--- src/rtl/deco_7seg_pkg.sv ---
// Shared types and glyph constants for the BCD/hex to seven-segment decoder.
// Segment vectors are packed {a,b,c,d,e,f,g}, active-high.
package deco_7seg_pkg;

    typedef logic [6:0] seg7_t;

    localparam seg7_t SEG_0     = 7'b1111110;
    localparam seg7_t SEG_1     = 7'b0110000;
    localparam seg7_t SEG_2     = 7'b1101101;
    localparam seg7_t SEG_3     = 7'b1111001;
    localparam seg7_t SEG_4     = 7'b0110011;
    localparam seg7_t SEG_5     = 7'b1011011;
    localparam seg7_t SEG_6     = 7'b1011111;
    localparam seg7_t SEG_7     = 7'b1110000;
    localparam seg7_t SEG_8     = 7'b1111111;
    localparam seg7_t SEG_9     = 7'b1111011;
    localparam seg7_t SEG_A     = 7'b1110111;
    localparam seg7_t SEG_B     = 7'b0011111;
    localparam seg7_t SEG_C     = 7'b1001110;
    localparam seg7_t SEG_D     = 7'b0111101;
    localparam seg7_t SEG_E     = 7'b1001111;
    localparam seg7_t SEG_F     = 7'b1000111;
    localparam seg7_t SEG_BLANK = 7'b0000000;

endpackage

--- src/rtl/deco_7seg_lut.sv ---
// Combinational 4-bit code to active-high segment pattern lookup.
module deco_7seg_lut
    import deco_7seg_pkg::*;
#(
    parameter bit HEX_MODE = 1'b0
) (
    input  logic [3:0] code_i,
    output seg7_t      seg_o
);

    seg7_t hex_seg;

    // Codes 10-15 fall back to blank unless hex glyphs are enabled.
    always_comb begin
        hex_seg = SEG_BLANK;
        case (code_i)
            4'hA:    hex_seg = SEG_A;
            4'hB:    hex_seg = SEG_B;
            4'hC:    hex_seg = SEG_C;
            4'hD:    hex_seg = SEG_D;
            4'hE:    hex_seg = SEG_E;
            4'hF:    hex_seg = SEG_F;
            default: hex_seg = SEG_BLANK;
        endcase
    end

    // Unknown input bits match no item and land on the blank default.
    always_comb begin
        seg_o = SEG_BLANK;
        case (code_i)
            4'h0:    seg_o = SEG_0;
            4'h1:    seg_o = SEG_1;
            4'h2:    seg_o = SEG_2;
            4'h3:    seg_o = SEG_3;
            4'h4:    seg_o = SEG_4;
            4'h5:    seg_o = SEG_5;
            4'h6:    seg_o = SEG_6;
            4'h7:    seg_o = SEG_7;
            4'h8:    seg_o = SEG_8;
            4'h9:    seg_o = SEG_9;
            4'hA, 4'hB, 4'hC, 4'hD, 4'hE, 4'hF:
                     seg_o = HEX_MODE ? hex_seg : SEG_BLANK;
            default: seg_o = SEG_BLANK;
        endcase
    end

endmodule

--- src/rtl/deco_7seg.sv ---
// Seven-segment decoder with registered, optionally inverted segment outputs.
module deco_7seg
    import deco_7seg_pkg::*;
#(
    parameter bit ACTIVE_LOW = 1'b0,
    parameter bit HEX_MODE   = 1'b0
) (
    input  logic clk,
    input  logic rst,
    input  logic ai,
    input  logic bi,
    input  logic ci,
    input  logic di,
    output logic Ao,
    output logic Bo,
    output logic Co,
    output logic Do,
    output logic Eo,
    output logic Fo,
    output logic Go
);

    localparam seg7_t SegOff = ACTIVE_LOW ? ~SEG_BLANK : SEG_BLANK;

    logic [3:0] code;
    seg7_t      lut_seg;
    seg7_t      seg_d;
    seg7_t      seg_q;

    assign code = {ai, bi, ci, di};

    deco_7seg_lut #(
        .HEX_MODE (HEX_MODE)
    ) u_lut (
        .code_i (code),
        .seg_o  (lut_seg)
    );

    assign seg_d = ACTIVE_LOW ? ~lut_seg : lut_seg;

    always_ff @(posedge clk) begin
        if (rst) begin
            seg_q <= SegOff;
        end else begin
            seg_q <= seg_d;
        end
    end

    assign {Ao, Bo, Co, Do, Eo, Fo, Go} = seg_q;

endmodule

--- config.mk ---
export PLATFORM = sky130hd
export DESIGN_NAME = deco_7seg
export DESIGN_NICKNAME = d
export VERILOG_FILES = /design/src/rtl/deco_7seg_pkg.sv /design/src/rtl/deco_7seg_lut.sv /design/src/rtl/deco_7seg.sv
export SDC_FILE = /design/constraint.sdc
export NUM_CORES = 1
export LEC_CHECK = 0
export BUFFER_PORTS_ARGS = -buffer_cell sky130_fd_sc_hd__clkbuf_2
export CELL_PAD_IN_SITES_DETAIL_PLACEMENT = 1
export CELL_PAD_IN_SITES_GLOBAL_PLACEMENT = 2
export CORE_MARGIN = 2
export CORE_UTILIZATION = 26
export CTS_BUF_LIST = sky130_fd_sc_hd__clkbuf_4 sky130_fd_sc_hd__clkbuf_8
export CTS_CLUSTER_SIZE = 14
export DETAILED_ROUTE_END_ITERATION = 12
export PLACE_DENSITY = 0.85
export SLEW_MARGIN = 20
export SYNTH_ARGS = -nofsm -noshare
export SYNTH_HDL_FRONTEND = slang
export SYNTH_SLANG_ARGS = --single-unit
--- constraint.sdc ---
create_clock -name clk -period 0.8 [get_ports clk]
set_input_delay 0.08 -clock clk [delete_from_list [all_inputs] [get_ports clk]]
set_output_delay 0.08 -clock clk [all_outputs]
set_load 0.005 [all_outputs]
==> flow_summary.json, run 1 <==
{
  "yosysTopAreaCell": "dfxtp_1",
  "ys_ff_latch": 7,
  "cts_buffers": 3,
  "antenna_cells": 0,
  "synth.cell_area_sq_um": 383,
  "rsz0062_at_grt": "false",
  "initial_utilization": 0.287,
  "hold_viol": 0,
  "p_leak_nw": 0.271,
  "cts_tree": "built",
  "largest_reg_flops": 7,
  "holdWs_ns": 0.152,
  "drt_iter0_drc": 1,
  "place.gp.congestion": 0.758,
  "reg.largest.list": "seg_q x7",
  "drv_cap": 0,
  "fin_area_sq_um": 536,
  "grt_max_degree": 8,
  "finalCritPeriodShare": 0.906,
  "drive_gt1_frac": 0.410,
  "antenna_found_initial": 0,
  "grt_pass1_wl_um": 1300,
  "port_buffers": 12,
  "grt_usage": 0.0961,
  "cp.arrival_ns": 0.64,
  "synth_cell_types": 17,
  "clockRootBuffer": "clkbuf_4",
  "hold_class": "primary input to register",
  "post_cts.repair.setup_buffers": 0,
  "wl_per_cell_um": 9.62,
  "final_util": 0.402,
  "final_antenna_net_count": 0,
  "top_register": "seg_q",
  "crit_family": "flip-flops",
  "fin_crit_ns": 0.725,
  "path_max_fanout": 1,
  "drv_slew": 0,
  "dp_hpwl_um": 651,
  "yosysWarnings": 0,
  "die_w_um": 42.4,
  "clk_pin_slew_ns": 0.05,
  "outcome": "finished clean",
  "met2_usage": 0.163,
  "path_cells": "clkbuf_2",
  "nFillCells": 164,
  "finalSetupViolations": 0,
  "synth_area_leaders": "dfxtp_1, ha_1, nand2b_1, o22ai_1, nand2b_4",
  "clk_path_buf_depth": 2,
  "cts.sinks": 7,
  "io_pins": 13,
  "syn_inst": 39,
  "syn_nets": 51,
  "synth.avg_cell_area_sq_um": 9.82,
  "drc": 0,
  "first_pass_iters": 2,
  "cts-hold-fix-buffers": 0,
  "wirelength_um": 731,
  "htree_levels": 1,
  "peakVddDrop_uv": 341,
  "busiest_layer": "met2",
  "yosysTopAreaCellShare": 0.366,
  "crit_required_ns": 0.72,
  "max_freq_mhz": 1380,
  "yosysSeqAreaShare": 0.366,
  "max_slew_margin": 0.897,
  "fin_nets": 74,
  "slowest_stage": "dfxtp_1",
  "crit_type": "register to output pin",
  "worst_slew_pin_slew_ns": 0.150,
  "cp_num_buf_inv": 1,
  "viasPerCell": 4.20,
  "row_count": 13,
  "max_stage_delay_ns": 0.30,
  "total_power_mw": 0.879,
  "grt_use_met1": 0.106,
  "grt_pass1_vias": 330,
  "grtUsageMet3": 0.0129,
  "cp-end-kind": "output pin",
  "syn_to_final_growth_pct": 39.9,
  "dr_total_vias": 319,
  "grt-ovfl-total": 0,
  "die_h_um": 42.4,
  "start_kind": "register",
  "p_per_area_nw_per_um2": 1640,
  "place_area_sq_um": 503,
  "dieArea_sq_um": 1800,
  "core_area_sq_um": 1330
}
[per-stage QoR]
step	instances	setup TNS, ns	setup WS, ns
final	76	0	0.0754
after global routing	76	0	0.0159
after CTS	76	0	0.0211
after detailed placement	72	-0.930	-0.231
after global placement	72	-0.814	-0.201
after floorplan	39	0	0.00935
[cells in the mapped netlist, drive strengths merged]
master and number:
a21o 1, a21oi 2, buf 1, dfxtp 7, ha 6, inv 2, mux2i 1, nand2b 5
nor2 3, nor2b 2, o21ai 1, o22ai 3, o31ai 1, or2 3, xnor2 1
[cell usage in the layout (no fill, tap or decap)]
cell / Yosys / layout
nor2b_1: 2 / 2
nor2_1: 3 / 3
o31ai_1: 1 / 1
buf_4: 0 / 8
inv_1: 2 / 1
or2_1: 2 / 2
dfxtp_1: 7 / 7
xnor2_1: 1 / 1
a21oi_1: 2 / 2
a21o_1: 1 / 1
nand2b_1: 4 / 4
or2_0: 1 / 1
clkbuf_4: 0 / 4
clkbuf_2: 0 / 11
inv_2: 0 / 1
o21ai_1: 1 / 1
ha_1: 6 / 6
mux2i_1: 1 / 1
o22ai_1: 3 / 3
nand2b_4: 1 / 1
[layout make-up]
class | count | area [sq um] | area share
flip-flops and latches | 7 | 140 | 0.262
repair buffers | 19 | 115 | 0.215
inverters | 2 | 7.51 | 0.0140
clock buffers | 4 | 30.0 | 0.0561
multi-input cells | 29 | 224 | 0.418
well taps | 15 | 18.8 | 0.0350
[path summary, 6_finish.rpt]
check	startpoint	endpoint	slack, ns	depth (start not counted)
worst max-delay path	seg_q[1]	Fo	0.08	1
worst min-delay path	rst	seg_q[4]	0.15	3
[report_power, final]
| part | internal [mW] | total (mW) | leakage [nW] | switching [mW] |
|---|---|---|---|---|
| sequential | 0.375 | 0.380 | 0.0581 | 0.00511 |
| combinational | 0.0893 | 0.167 | 0.195 | 0.0774 |
| clock | 0.223 | 0.332 | 0.0184 | 0.110 |
[per-layer routing]
layer,routed length [um],share of wire
met4,0,0
met3,35,0.048
met1,330,0.45
met5,0,0
met2,365,0.50
[what timing repair did]
item | CTS | global route
endpoints found under the setup margin | 0 | 2
endpoints found under the hold margin | 0 | 0
resized for setup | 0 | 3
[cell families (layout without fill, tap and decap cells)]
logic type	Yosys count	after routing	share of synthesized area
xor+xnor	1	1	0.0229
mux	1	1	0.0261
compound gates	8	8	0.127
simple gates	13	13	0.212
flops	7	7	0.366
fa+ha+maj	6	6	0.196
buf+inv	3	25	0.0490
Power figures use the tool's default switching activity.
==> inputs of run 2 (changes only) <==
HOLD_SLACK_MARGIN = 0.15   (was default)
PLACE_DENSITY = 0.84   (was 0.85)
REMOVE_ABC_BUFFERS = 1   (was default)
SYNTH_HIERARCHICAL = 1   (was default)
==> flow_summary.json, run 2 <==
{
  "outcome": "finished clean",
  "cp.arrival_ns": 0.66,
  "synth_cell_types": 15,
  "worst_slew_pin_slew_ns": 0.202,
  "cts_tree": "built",
  "crit_required_ns": 0.72,
  "finalSetupViolations": 0,
  "wl_per_cell_um": 9.60,
  "finalSetupTns_ns": 0,
  "clockRootBuffer": "clkbuf_4",
  "fin_nets": 75,
  "cts_buffers": 3,
  "ys_ff_latch": 7,
  "total_power_mw": 0.902,
  "multiInputGateArea_sq_um": 225,
  "p_per_area_nw_per_um2": 1660,
  "wirelength_um": 749,
  "max_stage_delay_ns": 0.31,
  "peakVddDrop_uv": 403,
  "finalCritPeriodShare": 0.929,
  "yosysWarnings": 6,
  "layout_common_cells": "clkbuf_2, nor2b_1, dfxtp_1",
  "clk_pin_slew_ns": 0.05,
  "drt_iter0_drc": 1,
  "yosys-top-cells-count": "dfxtp_1, nor2b_1, ha_1",
  "port_buffers": 12,
  "first_pass_iters": 2,
  "syn_to_final_growth_pct": 34.5,
  "setup_ws_ns": 0.0566,
  "die_h_um": 43.4,
  "max_freq_mhz": 1350,
  "switching_share": 0.233,
  "register_area_sq_um": 140,
  "place.gp.congestion": 0.728,
  "start_kind": "register",
  "yosysSeqAreaShare": 0.348,
  "row_count": 14,
  "fin_crit_ns": 0.743,
  "grt_max_degree": 10,
  "rsz0062_at_grt": "false",
  "grt_usage": 0.0876,
  "fin_area_sq_um": 542,
  "hold_viol": 0,
  "antenna_cells": 0,
  "grt_pass1_wl_um": 1220,
  "dp_slack_ns": -0.189,
  "max_slew_margin": 0.865,
  "layout_commonest_cell": "clkbuf_2",
  "dieArea_sq_um": 1880,
  "synthFlopType": "dfxtp_1",
  "nFillCells": 182,
  "grt_pass1_vias": 324,
  "final_antenna_net_count": 0,
  "place_area_sq_um": 498,
  "clk_path_buf_depth": 2,
  "crit_type": "register to output pin",
  "dr_total_vias": 344,
  "antenna_found_initial": 0,
  "die_w_um": 43.4,
  "pwr-share-comb": 0.198,
  "viasPerCell": 4.41,
  "hp-start": "ai",
  "largest_reg_flops": 7,
  "slowest_stage": "dfxtp_1",
  "crit_family": "flip-flops",
  "synth.cell_area_sq_um": 403,
  "path_max_fanout": 1,
  "clock_power_share": 0.382,
  "drv_cap": 0,
  "htree_levels": 1,
  "drv_slew": 0,
  "initial_utilization": 0.274,
  "holdPathEnd": "seg_q[5]",
  "p_sw_mw": 0.210,
  "cp_num_buf_inv": 1,
  "synthArstFlopShare": 0,
  "internal_power_mw": 0.692,
  "synth.avg_cell_area_sq_um": 9.59,
  "yosysTopAreaCell": "dfxtp_1",
  "grt-ovfl-total": 0,
  "drc": 0,
  "path_cells": "clkbuf_2",
  "synth_edf_count": 0,
  "core_area_sq_um": 1470,
  "reg.largest.list": "seg_q x7",
  "p_leak_nw": 0.278,
  "hold_class": "primary input to register",
  "hold_depth": 3,
  "cts.sinks": 7,
  "top_register": "seg_q",
  "synth_area_leaders": "dfxtp_1, ha_1, nor2b_1, o22ai_1, buf_6",
  "seqPwrFrac": 0.420,
  "drive_gt1_frac": 0.403,
  "cp-end-kind": "output pin",
  "syn_inst": 42,
  "io_pins": 13,
  "yosysTopAreaCellShare": 0.348
}
## run 2: cell count changes after synthesis, sizes merged
cell and change:
nor2b +5, nand2b -4, inv +3, or2 -3, o22ai +2, buf +1, nor2 -1, o21a +1
o31ai -1
## run 2: worst max-delay path by stage
| stage | startpoint | endpoint | slack (ns) | depth (start not counted) |
|---|---|---|---|---|
| 6_report | seg_q[6] | Ao | 0.06 | 1 |
| 2_1_floorplan | di | seg_q[1] | 0.04 | 5 |
| 3_5_place_dp | ci | seg_q[3] | -0.19 | 7 |
| 4_1_cts | seg_q[6] | Ao | 0.04 | 1 |
| 5_1_grt | ci | seg_q[6] | 0.006 | 7 |
| 3_3_place_gp | ci | seg_q[6] | -0.13 | 7 |
## run 2: cells by family after synthesis
family,after synthesis,synth area share
AND/OR/NAND/NOR,10,0.161
AO/OA/AOI/OAI,10,0.155
XOR/XNOR,1,0.0217
flip-flops,7,0.348
multiplexers,1,0.0248
buffers and inverters,7,0.102
adder cells (fa/ha/maj),6,0.186
## run 2: layout make-up
class	instances	area share
timing repair buffer	18	0.199
clock buffer	4	0.0554
inverter	5	0.0346
tap	16	0.0370
multi-input combinational	28	0.416
sequential	7	0.259
## run 2: metal layers
metal / global-route usage / wire, um / up-vias
met2: 0.158 / 371 / 12
li1: - / - / 176
met1: 0.0874 / 322 / 154
met4: 0.0727 / 17 / 0
met5: 0 / 0 / -
met3: 0.0125 / 38 / 2
## run 2: through the flow
| step | cells | hold slack [ns] | util |
|---|---|---|---|
| finish | 78 | 0.279 | 0.368 |
| global route | 78 | 0.317 | 0.368 |
| CTS | 78 | 0.285 | 0.366 |
| detailed placement | 73 | 0.352 | 0.338 |
| global placement | 73 | 0.345 | 0.338 |
| floorplan | 40 | 0.152 | - |
## run 2: timing repair
| item | CTS | global route |
|---|---|---|
| endpoints found under the hold margin | 7 | 0 |
| setup buffers | 0 | 0 |
| hold buffers | 1 | 0 |
| gates resized for setup | 0 | 2 |
| setup endpoints to repair | 0 | 3 |
## run 2: power groups by stage
| stage | combinational (mW) | clock, mW | sequential, mW |
|---|---|---|---|
| finish | 0.178 | 0.344 | 0.379 |
| global route | 0.203 | 0.363 | 0.379 |
| CTS | 0.179 | 0.357 | 0.379 |
| detailed placement | 0.175 | 0 | 0.386 |
| global placement | 0.168 | 0 | 0.385 |
| floorplan | 0.0783 | 0 | 0.389 |
==> inputs of run 3 (changes only) <==
CAP_MARGIN = 20   (was default)
PLACE_DENSITY = 0.85   (was 0.84)
SYNTH_HIERARCHICAL = default   (was 1)
==> flow_summary.json, run 3 (synthesis results as in run 1) <==
{
  "place_area_sq_um": 526,
  "dr_total_vias": 346,
  "grt_max_degree": 8,
  "first_pass_iters": 3,
  "grt-ovfl-total": 0,
  "post_cts.repair.setup_buffers": 0,
  "peakVddDrop_uv": 499,
  "endpoint": "seg_q[1]",
  "crit_type": "primary input to register",
  "drv_cap": 0,
  "cp-end-kind": "register",
  "finalSetupViolations": 0,
  "finalSetupTns_ns": 0,
  "p_leak_nw": 0.288,
  "drt_iter0_drc": 6,
  "final_util": 0.421,
  "fin_area_sq_um": 562,
  "final_antenna_net_count": 0,
  "register_area_sq_um": 140,
  "finalCritPeriodShare": 0.963,
  "max_slew_margin": 0.859,
  "dp_hpwl_um": 787,
  "crit_path_start": "ci",
  "path_max_fanout": 5,
  "largest_reg_flops": 7,
  "dp_slack_ns": -0.236,
  "layout_commonest_cell": "clkbuf_2",
  "grt_pass1_wl_um": 1570,
  "core_area_sq_um": 1330,
  "layout_common_cells": "clkbuf_2, buf_4, dfxtp_1",
  "clockRootBuffer": "clkbuf_4",
  "drive_gt1_frac": 0.438,
  "viasPerCell": 4.38,
  "die_w_um": 42.4,
  "port_buffers": 12,
  "cp.arrival_ns": 0.93,
  "setup_ws_ns": 0.0294,
  "cts_tree": "built",
  "antenna_cells": 0,
  "dieArea_sq_um": 1800,
  "multiInputGateArea_sq_um": 230,
  "reg.largest.list": "seg_q x7",
  "worst_slew_pin_slew_ns": 0.211,
  "cts.sinks": 7,
  "max_freq_mhz": 1300,
  "initial_utilization": 0.287,
  "fin_nets": 77,
  "p_per_area_nw_per_um2": 1600,
  "nFillCells": 164,
  "hold_viol": 0,
  "drv_slew": 0,
  "rsz0062_at_grt": "false",
  "die_h_um": 42.4,
  "outcome": "finished clean",
  "hold_class": "primary input to register",
  "cts_buffers": 3,
  "fin_crit_ns": 0.771,
  "place.gp.congestion": 0.806,
  "wirelength_um": 878,
  "clk_pin_slew_ns": 0.05,
  "row_count": 13,
  "clk_path_buf_depth": 2,
  "drc": 0,
  "grt_pass1_vias": 395,
  "crit_required_ns": 0.96,
  "io_pins": 13,
  "syn_to_final_growth_pct": 46.7,
  "top_register": "seg_q",
  "start_kind": "primary input",
  "grt_usage": 0.111,
  "htree_levels": 1,
  "wl_per_cell_um": 11.1,
  "antenna_found_initial": 0
}
run 3: changes by cell type in the layout (fill, tap and decap cells not counted), sizes merged, moves of 2 or more:
cell	before	now
buf	5	10
nor2b	7	2
nand2b	1	5
inv	5	2
or2	0	3
o22ai	5	3
run 3: worst min-delay path by stage:
stage | from | to | slack [ns] | cells past startpoint
finish | rst | seg_q[2] | 0.16 | 3
global route | rst | seg_q[5] | 0.18 | 3
CTS | rst | seg_q[2] | 0.15 | 3
detailed placement | rst | seg_q[2] | 0.40 | 3
global placement | rst | seg_q[4] | 0.40 | 3
floorplan | rst | seg_q[2] | 0.15 | 1
run 3: final cells by class:
class / instances / area share
Inverter: 2 / 0.0134
Tap cell: 15 / 0.0334
Sequential cell: 7 / 0.249
Multi-Input combinational cell: 29 / 0.410
Timing Repair Buffer: 22 / 0.241
Clock buffer: 4 / 0.0535
run 3: per-stage QoR:
stage          power, mW  hold WS (ns)  cells
5_1_grt            0.952         0.176     79
2_1_floorplan      0.458         0.149     38
6_report           0.898         0.163     79
4_1_cts            0.912         0.149     79
3_5_place_dp       0.571         0.399     75
3_3_place_gp       0.563         0.400     75
run 3: power breakdown:
group / internal [mW] / total, mW / switching (mW)
logic: 0.0983 / 0.184 / 0.0858
registers: 0.374 / 0.380 / 0.00563
clock network: 0.223 / 0.334 / 0.111
run 3: worst max-delay path, stage by stage:
cell	delay [ns]
clkbuf_2	0.09
buf_4	0.15
ha_1	0.19
or2_1	0.27
o22ai_1	0.16
run 3: per-layer routing:
layer  GRT usage  share of wire  vias up
li1            -              -      180
met1       0.124           0.43      157
met2       0.209           0.53        9
met3      0.0172          0.046        0
met4      0.0375              0        0
met5           0              0        -
run 3: what timing repair did:
action,CTS,global route
hold endpoints to repair,1,0
endpoints found under the setup margin,0,3
gates resized for setup,0,1
